==> src/rtl/sram_port_arbiter_if.sv <==
// rtl/sram_port_arbiter_if.sv - requester and SRAM-macro bundle for sram_port_arbiter
// The master side is the clients plus the SRAM macro; the slave side is the arbiter.
interface sram_port_arbiter_if #(
    parameter int NUM_REQ    = 4,
    parameter int ADDR_WIDTH = 8,
    parameter int DATA_WIDTH = 32
);
    logic [NUM_REQ-1:0]            wr_req;
    logic [NUM_REQ*ADDR_WIDTH-1:0] wr_addr;
    logic [NUM_REQ*DATA_WIDTH-1:0] wr_data;
    logic [NUM_REQ-1:0]            wr_gnt;
    logic [NUM_REQ-1:0]            rd_req;
    logic [NUM_REQ*ADDR_WIDTH-1:0] rd_addr;
    logic [NUM_REQ-1:0]            rd_gnt;
    logic [NUM_REQ-1:0]            rd_rsp_valid;
    logic [DATA_WIDTH-1:0]         rd_rsp_data;
    logic                          init_done;
    logic                          ram_csb0;
    logic [ADDR_WIDTH-1:0]         ram_addr0;
    logic [DATA_WIDTH-1:0]         ram_din0;
    logic                          ram_csb1;
    logic [ADDR_WIDTH-1:0]         ram_addr1;
    logic [DATA_WIDTH-1:0]         ram_dout1;

    modport master (
        output wr_req, wr_addr, wr_data, rd_req, rd_addr, ram_dout1,
        input  wr_gnt, rd_gnt, rd_rsp_valid, rd_rsp_data, init_done,
        input  ram_csb0, ram_addr0, ram_din0, ram_csb1, ram_addr1
    );

    modport slave (
        input  wr_req, wr_addr, wr_data, rd_req, rd_addr, ram_dout1,
        output wr_gnt, rd_gnt, rd_rsp_valid, rd_rsp_data, init_done,
        output ram_csb0, ram_addr0, ram_din0, ram_csb1, ram_addr1
    );
endinterface

==> src/rtl/sram_port_arbiter.sv <==
// rtl/sram_port_arbiter.sv - round-robin write/read port arbiter for a 1W1R SRAM macro
// Zero-fills the macro after reset, then arbitrates both ports and routes read data back.
module sram_port_arbiter #(
    parameter int NUM_REQ    = 4,
    parameter int ADDR_WIDTH = 8,
    parameter int DATA_WIDTH = 32,
    parameter int RAM_DEPTH  = 256,
    parameter bit INIT_ZERO  = 1'b1
) (
    input  logic                 clk,
    input  logic                 rst,
    sram_port_arbiter_if.slave   bus
);
    localparam int PW = (NUM_REQ > 1) ? $clog2(NUM_REQ) : 1;

    typedef enum logic {ST_INIT, ST_RUN} state_t;

    state_t                  r_state;
    state_t                  w_state_nxt;
    logic [ADDR_WIDTH-1:0]   r_init_cnt;
    logic [PW-1:0]           r_wr_ptr;
    logic [PW-1:0]           r_rd_ptr;
    logic [NUM_REQ-1:0]      r_rd_pend;
    logic [NUM_REQ-1:0]      r_rsp_valid;
    logic [DATA_WIDTH-1:0]   r_rsp_data;

    logic [ADDR_WIDTH-1:0]   w_wr_addr_a [NUM_REQ];
    logic [DATA_WIDTH-1:0]   w_wr_data_a [NUM_REQ];
    logic [ADDR_WIDTH-1:0]   w_rd_addr_a [NUM_REQ];

    logic                    w_wr_found;
    logic                    w_rd_found;
    logic [PW-1:0]           w_wr_idx;
    logic [PW-1:0]           w_rd_idx;
    logic [PW-1:0]           w_j_wr;
    logic [PW-1:0]           w_j_rd;
    logic [NUM_REQ-1:0]      w_wr_gnt;
    logic [NUM_REQ-1:0]      w_rd_gnt;
    logic                    w_csb0;
    logic [ADDR_WIDTH-1:0]   w_addr0;
    logic [DATA_WIDTH-1:0]   w_din0;
    logic                    w_csb1;
    logic [ADDR_WIDTH-1:0]   w_addr1;
    logic                    w_wr_acc;
    logic                    w_rd_acc;

    for (genvar g = 0; g < NUM_REQ; g++) begin : g_unpack
        assign w_wr_addr_a[g] = bus.wr_addr[g*ADDR_WIDTH +: ADDR_WIDTH];
        assign w_wr_data_a[g] = bus.wr_data[g*DATA_WIDTH +: DATA_WIDTH];
        assign w_rd_addr_a[g] = bus.rd_addr[g*ADDR_WIDTH +: ADDR_WIDTH];
    end

    // First asserted request at or after each pointer, scanning upward with wrap.
    always_comb begin
        w_wr_found = 1'b0;
        w_rd_found = 1'b0;
        w_wr_idx   = '0;
        w_rd_idx   = '0;
        w_j_wr     = '0;
        w_j_rd     = '0;
        for (int k = 0; k < NUM_REQ; k++) begin
            w_j_wr = PW'((int'(r_wr_ptr) + k) % NUM_REQ);
            w_j_rd = PW'((int'(r_rd_ptr) + k) % NUM_REQ);
            if (!w_wr_found && bus.wr_req[w_j_wr]) begin
                w_wr_found = 1'b1;
                w_wr_idx   = w_j_wr;
            end
            if (!w_rd_found && bus.rd_req[w_j_rd]) begin
                w_rd_found = 1'b1;
                w_rd_idx   = w_j_rd;
            end
        end
    end

    always_comb begin
        w_state_nxt = r_state;
        w_wr_gnt    = '0;
        w_rd_gnt    = '0;
        w_csb0      = 1'b1;
        w_addr0     = '0;
        w_din0      = '0;
        w_csb1      = 1'b1;
        w_addr1     = '0;
        w_wr_acc    = 1'b0;
        w_rd_acc    = 1'b0;
        case (r_state)
            ST_INIT: begin
                w_csb0  = 1'b0;
                w_addr0 = r_init_cnt;
                if (r_init_cnt == ADDR_WIDTH'(RAM_DEPTH - 1)) begin
                    w_state_nxt = ST_RUN;
                end
            end
            ST_RUN: begin
                if (w_wr_found) begin
                    w_wr_gnt[w_wr_idx] = 1'b1;
                    w_csb0             = 1'b0;
                    w_addr0            = w_wr_addr_a[w_wr_idx];
                    w_din0             = w_wr_data_a[w_wr_idx];
                    w_wr_acc           = 1'b1;
                end
                // A same-address read waits a cycle so it observes the new write data.
                if (w_rd_found &&
                    !(w_wr_found && (w_rd_addr_a[w_rd_idx] == w_wr_addr_a[w_wr_idx]))) begin
                    w_rd_gnt[w_rd_idx] = 1'b1;
                    w_csb1             = 1'b0;
                    w_addr1            = w_rd_addr_a[w_rd_idx];
                    w_rd_acc           = 1'b1;
                end
            end
            default: w_state_nxt = r_state;
        endcase
    end

    always_ff @(posedge clk or posedge rst) begin
        if (rst) begin
            r_state <= INIT_ZERO ? ST_INIT : ST_RUN;
        end else begin
            r_state <= w_state_nxt;
        end
    end

    always_ff @(posedge clk or posedge rst) begin
        if (rst) begin
            r_init_cnt  <= '0;
            r_wr_ptr    <= '0;
            r_rd_ptr    <= '0;
            r_rd_pend   <= '0;
            r_rsp_valid <= '0;
            r_rsp_data  <= '0;
        end else begin
            if (r_state == ST_INIT) begin
                r_init_cnt <= r_init_cnt + 1'b1;
            end
            if (w_wr_acc) begin
                r_wr_ptr <= (w_wr_idx == PW'(NUM_REQ - 1)) ? '0 : w_wr_idx + 1'b1;
            end
            if (w_rd_acc) begin
                r_rd_ptr <= (w_rd_idx == PW'(NUM_REQ - 1)) ? '0 : w_rd_idx + 1'b1;
            end
            // The macro presents dout1 the cycle after the read; capture it one edge later.
            r_rd_pend   <= w_rd_gnt;
            r_rsp_valid <= r_rd_pend;
            if (|r_rd_pend) begin
                r_rsp_data <= bus.ram_dout1;
            end
        end
    end

    assign bus.wr_gnt       = w_wr_gnt;
    assign bus.rd_gnt       = w_rd_gnt;
    assign bus.ram_csb0     = w_csb0;
    assign bus.ram_addr0    = w_addr0;
    assign bus.ram_din0     = w_din0;
    assign bus.ram_csb1     = w_csb1;
    assign bus.ram_addr1    = w_addr1;
    assign bus.rd_rsp_valid = r_rsp_valid;
    assign bus.rd_rsp_data  = r_rsp_data;
    assign bus.init_done    = (r_state == ST_RUN);
endmodule
==> src/flat_wrapper.sv <==
// flat-port wrapper written by rule: the top's interface ports become plain ports
module sram_port_arbiter_flat 
#(
    parameter int NUM_REQ    = 4,
    parameter int ADDR_WIDTH = 8,
    parameter int DATA_WIDTH = 32,
    parameter int RAM_DEPTH  = 256,
    parameter bit INIT_ZERO  = 1'b1
)
  (clk, rst, bus_wr_req, bus_wr_addr, bus_wr_data, bus_rd_req, bus_rd_addr, bus_ram_dout1, bus_wr_gnt, bus_rd_gnt, bus_rd_rsp_valid, bus_rd_rsp_data, bus_init_done, bus_ram_csb0, bus_ram_addr0, bus_ram_din0, bus_ram_csb1, bus_ram_addr1);
  sram_port_arbiter_if #(.NUM_REQ(NUM_REQ), .ADDR_WIDTH(ADDR_WIDTH), .DATA_WIDTH(DATA_WIDTH)) bus_i ();
  input  logic clk;
  input  logic rst;
  input wire logic [$bits(bus_i.wr_req)-1:0] bus_wr_req;
  input wire logic [$bits(bus_i.wr_addr)-1:0] bus_wr_addr;
  input wire logic [$bits(bus_i.wr_data)-1:0] bus_wr_data;
  input wire logic [$bits(bus_i.rd_req)-1:0] bus_rd_req;
  input wire logic [$bits(bus_i.rd_addr)-1:0] bus_rd_addr;
  input wire logic [$bits(bus_i.ram_dout1)-1:0] bus_ram_dout1;
  output wire logic [$bits(bus_i.wr_gnt)-1:0] bus_wr_gnt;
  output wire logic [$bits(bus_i.rd_gnt)-1:0] bus_rd_gnt;
  output wire logic [$bits(bus_i.rd_rsp_valid)-1:0] bus_rd_rsp_valid;
  output wire logic [$bits(bus_i.rd_rsp_data)-1:0] bus_rd_rsp_data;
  output wire logic [$bits(bus_i.init_done)-1:0] bus_init_done;
  output wire logic [$bits(bus_i.ram_csb0)-1:0] bus_ram_csb0;
  output wire logic [$bits(bus_i.ram_addr0)-1:0] bus_ram_addr0;
  output wire logic [$bits(bus_i.ram_din0)-1:0] bus_ram_din0;
  output wire logic [$bits(bus_i.ram_csb1)-1:0] bus_ram_csb1;
  output wire logic [$bits(bus_i.ram_addr1)-1:0] bus_ram_addr1;
  assign bus_i.wr_req = bus_wr_req;
  assign bus_i.wr_addr = bus_wr_addr;
  assign bus_i.wr_data = bus_wr_data;
  assign bus_i.rd_req = bus_rd_req;
  assign bus_i.rd_addr = bus_rd_addr;
  assign bus_i.ram_dout1 = bus_ram_dout1;
  assign bus_wr_gnt = bus_i.wr_gnt;
  assign bus_rd_gnt = bus_i.rd_gnt;
  assign bus_rd_rsp_valid = bus_i.rd_rsp_valid;
  assign bus_rd_rsp_data = bus_i.rd_rsp_data;
  assign bus_init_done = bus_i.init_done;
  assign bus_ram_csb0 = bus_i.ram_csb0;
  assign bus_ram_addr0 = bus_i.ram_addr0;
  assign bus_ram_din0 = bus_i.ram_din0;
  assign bus_ram_csb1 = bus_i.ram_csb1;
  assign bus_ram_addr1 = bus_i.ram_addr1;
  sram_port_arbiter #(.NUM_REQ(NUM_REQ), .ADDR_WIDTH(ADDR_WIDTH), .DATA_WIDTH(DATA_WIDTH), .RAM_DEPTH(RAM_DEPTH), .INIT_ZERO(INIT_ZERO)) u_core (.clk(clk), .rst(rst), .bus(bus_i));
endmodule
==> config.mk <==
export PLATFORM = sky130hd
export DESIGN_NAME = sram_port_arbiter_flat
export DESIGN_NICKNAME = d
export VERILOG_FILES = /design/src/rtl/sram_port_arbiter_if.sv /design/src/rtl/sram_port_arbiter.sv /design/src/flat_wrapper.sv
export SDC_FILE = /design/constraint.sdc
export NUM_CORES = 1
export LEC_CHECK = 0
export ABC_CLOCK_PERIOD_IN_PS = 3800
export BUFFER_PORTS_ARGS = -buffer_cell sky130_fd_sc_hd__buf_2
export CORE_AREA = 2 2 129 131
export DETAILED_ROUTE_END_ITERATION = 16
export DIE_AREA = 0 0 131 133
export HOLD_SLACK_MARGIN = 0.15
export PLACE_DENSITY = 0.68
export SKIP_CTS_REPAIR_TIMING = 1
export SYNTH_ARGS = -nofsm -noshare
export SYNTH_HDL_FRONTEND = slang
export SYNTH_SLANG_ARGS = --single-unit
==> constraint.sdc <==
create_clock -name clk -period 3.8 [get_ports clk]
set_input_delay 0.57 -clock clk [delete_from_list [all_inputs] [get_ports clk]]
set_output_delay 0.57 -clock clk [all_outputs]
set_load 0.01 [all_outputs]
==> metrics <==
hold_ws=0.2975 ns; core area=16170 um^2; final non-filler cell total=966; post-synth cell types=43; VDD IR max=0.1668 mV; share of power burned in registers=38.4%; CP Capture Type=output pin; P_sw=0.4936 mW; Vias per Instance=4.576; Final Util=39.23%; Fin Setup TNS=0 ns; fin crit period=3.559 ns; initial antenna violation count=4; H-tree depth=2; Slew Viols, Final=0; sequential share of the synthesized area=31.52%; Comb power frac=34.3%; Synth Area per Inst=9.995 um^2; TritonCTS clock tree=done; LEAKAGE=3.319 nW; Placed Cells=951; CTS root buffer=clkbuf_16; first-pass GRT wire length=22940 um; ratio of cells with drive above 1 in the final layout=59.70%; max frequency=281.0 MHz; synthesized area=4208 um^2; vias in the first global route=4332; HP Class=primary input to async pin; # IOs=329; Placement Setup Slack=0.2270 ns; Iter 0 DRT Violations=83; worst reg2reg path depth=10; Setup violations, final=0; Pint=1.146 mW; GPL Wtd Cong=0.8624; critical path launch point type=flop; Arrival @ worst endpoint=2.99 ns; Pwr Density=258.4 nW/um^2; post-route ant nets=0; Worst Skew=0.003104 ns; status=finished, final reports clean; Final Hold Vio Count=0; pin count of the biggest net entering global routing=42; WS Path Type=flop to output pin; cells after synthesis=421; CP delay by family, top=compound AO/OA/AOI/OAI gates; drc violations=0; Clock Latency Late Sink=0.29 ns; critical path's largest stage delay=0.43 ns; Filler cells=1633; worst path cell trace=a21oi_1 -> o21a_2 -> o22a_2 -> mux2i_1 -> mux2_2 -> xnor2_1 -> nand3_1 -> o31ai_4 -> buf_4 -> nor2_1 -> buf_2; Layout area overhead=50.79%; Slowest-stage cell, CP=dfrtp_2; Tightest Pin Transition=0.6987 ns; gr ovfl total=0; DIE AREA=17420 um^2; ys flop type=dfrtp_1; Ys Warns=0; Slew HR=53.35%; Routed WL=16300 um; Num CTS Buffers=5; EDFF count, synth=0; Initial Util=26.02%; Net Sw Frac=30.11%; Die Wd=131 um; post-DP HPWL=13380 um; Chip Height=133 um; final worst path period share=93.65%; PortBufs=328; Reg-to-Reg End=u_core.r_rd_ptr[1]; via count=4420; placed cell area=6121 um^2; Pre-antenna DRT Iters=4; syn nets=664; CP max FO=12; Total GRT Usage=17.05%; # nets final=984; Max-Cap Viols=0; FFs w/ async S/R, synth=100.0%; Row Count=47; Design Area, Final=6345 um^2; Clock Path Buffers=2; worst reg2reg setup slack=0.90 ns; Required @ worst endpoint=3.23 ns; clock share of power=27.3%; Overall Power=1.640 mW; Sink Count=53; reg2reg start=u_core.r_wr_ptr[1]; clk slew on worst S/H paths=0.07 ns; CP bufs+invs=2; Yosys reg bits=53; RSZ-0062 raised after global routing=false; routed len/inst=16.87 um; PnR worst setup slack=0.2414 ns
[how the worst max path moves through the flow]
stage	from	end	slack, ns	cells past startpoint
after global routing	u_core.r_wr_ptr[0]	bus_rd_gnt[2]	0.03	11
after CTS	u_core.r_wr_ptr[1]	bus_rd_gnt[0]	0.10	11
final	u_core.r_wr_ptr[1]	bus_rd_gnt[1]	0.24	11
after detailed placement	bus_wr_req[0]	bus_rd_gnt[0]	0.23	12
after floorplan	bus_wr_req[2]	bus_rd_gnt[0]	0.76	10
after global placement	bus_wr_req[0]	bus_rd_gnt[2]	0.25	12
[worst register-to-register path, cell delays in order (launching register included)]
cell and delay, ns:
dfrtp_2 0.43, a21oi_1 0.08, o21a_2 0.26, o22a_2 0.35, mux2i_1 0.15, mux2_2 0.32
xnor2_1 0.17, nand3_1 0.15, o31ai_4 0.30, buf_4 0.25, mux2_4 0.31
[synthesized netlist by cell type (all sizes together) (2+ instances only)]
library cell | number | share of area, %
a211oi | 32 | 5.7
a21oi | 6 | 0.71
and2b | 2 | 0.36
and3 | 5 | 0.74
buf | 13 | 2.3
clkbuf | 19 | 1.7
dfrtp | 53 | 32
ha | 9 | 2.7
inv | 20 | 1.8
mux2 | 72 | 19
mux2i | 76 | 18
nand2 | 12 | 1.1
nand2b | 2 | 0.30
nand3 | 3 | 0.36
nand4 | 3 | 0.45
nor2 | 48 | 4.3
nor2b | 3 | 0.45
nor3 | 3 | 0.36
nor4 | 2 | 0.30
o21ai | 6 | 0.71
or4 | 3 | 0.54
xnor2 | 14 | 2.9
[power by group through the flow]
stage	Combinational, mW	Sequential [mW]	Clock [mW]
floorplan	0.303	0.656	0
global placement	0.547	0.639	0
detailed placement	0.553	0.640	0
CTS	0.555	0.629	0.468
global route	0.622	0.636	0.499
finish	0.562	0.629	0.448
[cells in the final DEF (no fill, tap or decap), types with 2 or more instances in the layout]
cell type,instances
dfrtp_1,51
ha_1,9
buf_4,12
xnor2_1,14
diode_2,4
nor2b_1,3
inv_2,3
nand4_1,3
nand2_1,12
o21ai_0,6
inv_1,17
and2b_1,2
clkbuf_16,5
o22a_4,2
or4_1,3
a211oi_1,32
mux2i_1,71
dfrtp_2,2
mux2i_2,5
mux2_2,71
buf_2,328
and3_1,5
a21oi_1,5
nand3_1,3
buf_12,3
nor2_1,48
nand2b_1,2
[layer usage]
| layer | GRT usage, % | vias to the layer above | part of all wire, % |
|---|---|---|---|
| met3 | 4.569 | 14 | 8.3 |
| li1 | - | 2167 | - |
| met1 | 19.47 | 2037 | 40 |
| met2 | 31.00 | 202 | 50 |
| met5 | 0 | - | 0 |
| met4 | 4.314 | 0 | 1.4 |
[final cells by class]
| type | instances | area [um^2] | area share (%) |
|---|---|---|---|
| Sequential cell | 53 | 1329 | 20.94 |
| Multi-Input combinational cell | 318 | 2718 | 42.83 |
| Clock buffer | 5 | 125.1 | 1.972 |
| Clock inverter | 3 | 21.27 | 0.3352 |
| Tap cell | 220 | 275.3 | 4.338 |
| Timing Repair Buffer | 343 | 1792 | 28.24 |
| Inverter | 20 | 75.07 | 1.183 |
| Antenna cell | 4 | 10.01 | 0.1578 |
[kinds of logic (layout without fill, tap and decap cells)]
kind of cell             count (synthesis)  count (layout)  share of synthesized area, %
multiplexers                           148             148                         37.44
AND/OR/NAND/NOR                         87              87                         9.337
AO/OA/AOI/OAI                           57              59                         10.05
flip-flops                              53              53                         31.52
buffers and inverters                   52             371                         5.857
XOR/XNOR                                15              15                         3.122
adder cells (fa/ha/maj)                  9               9                         2.676
other                                    0               4                             0
[flip-flops by register name, summed over array words and instances, names as in the netlist]
signal                   flops
u_core.r_rd_pend             4
u_core.r_wr_ptr              2
u_core.bus.rd_rsp_data      32
u_core.bus.init_done         1
u_core.r_init_cnt            8
u_core.bus.rd_rsp_valid      4
u_core.r_rd_ptr              2
Note: power is estimated with default switching activity, not from simulation.
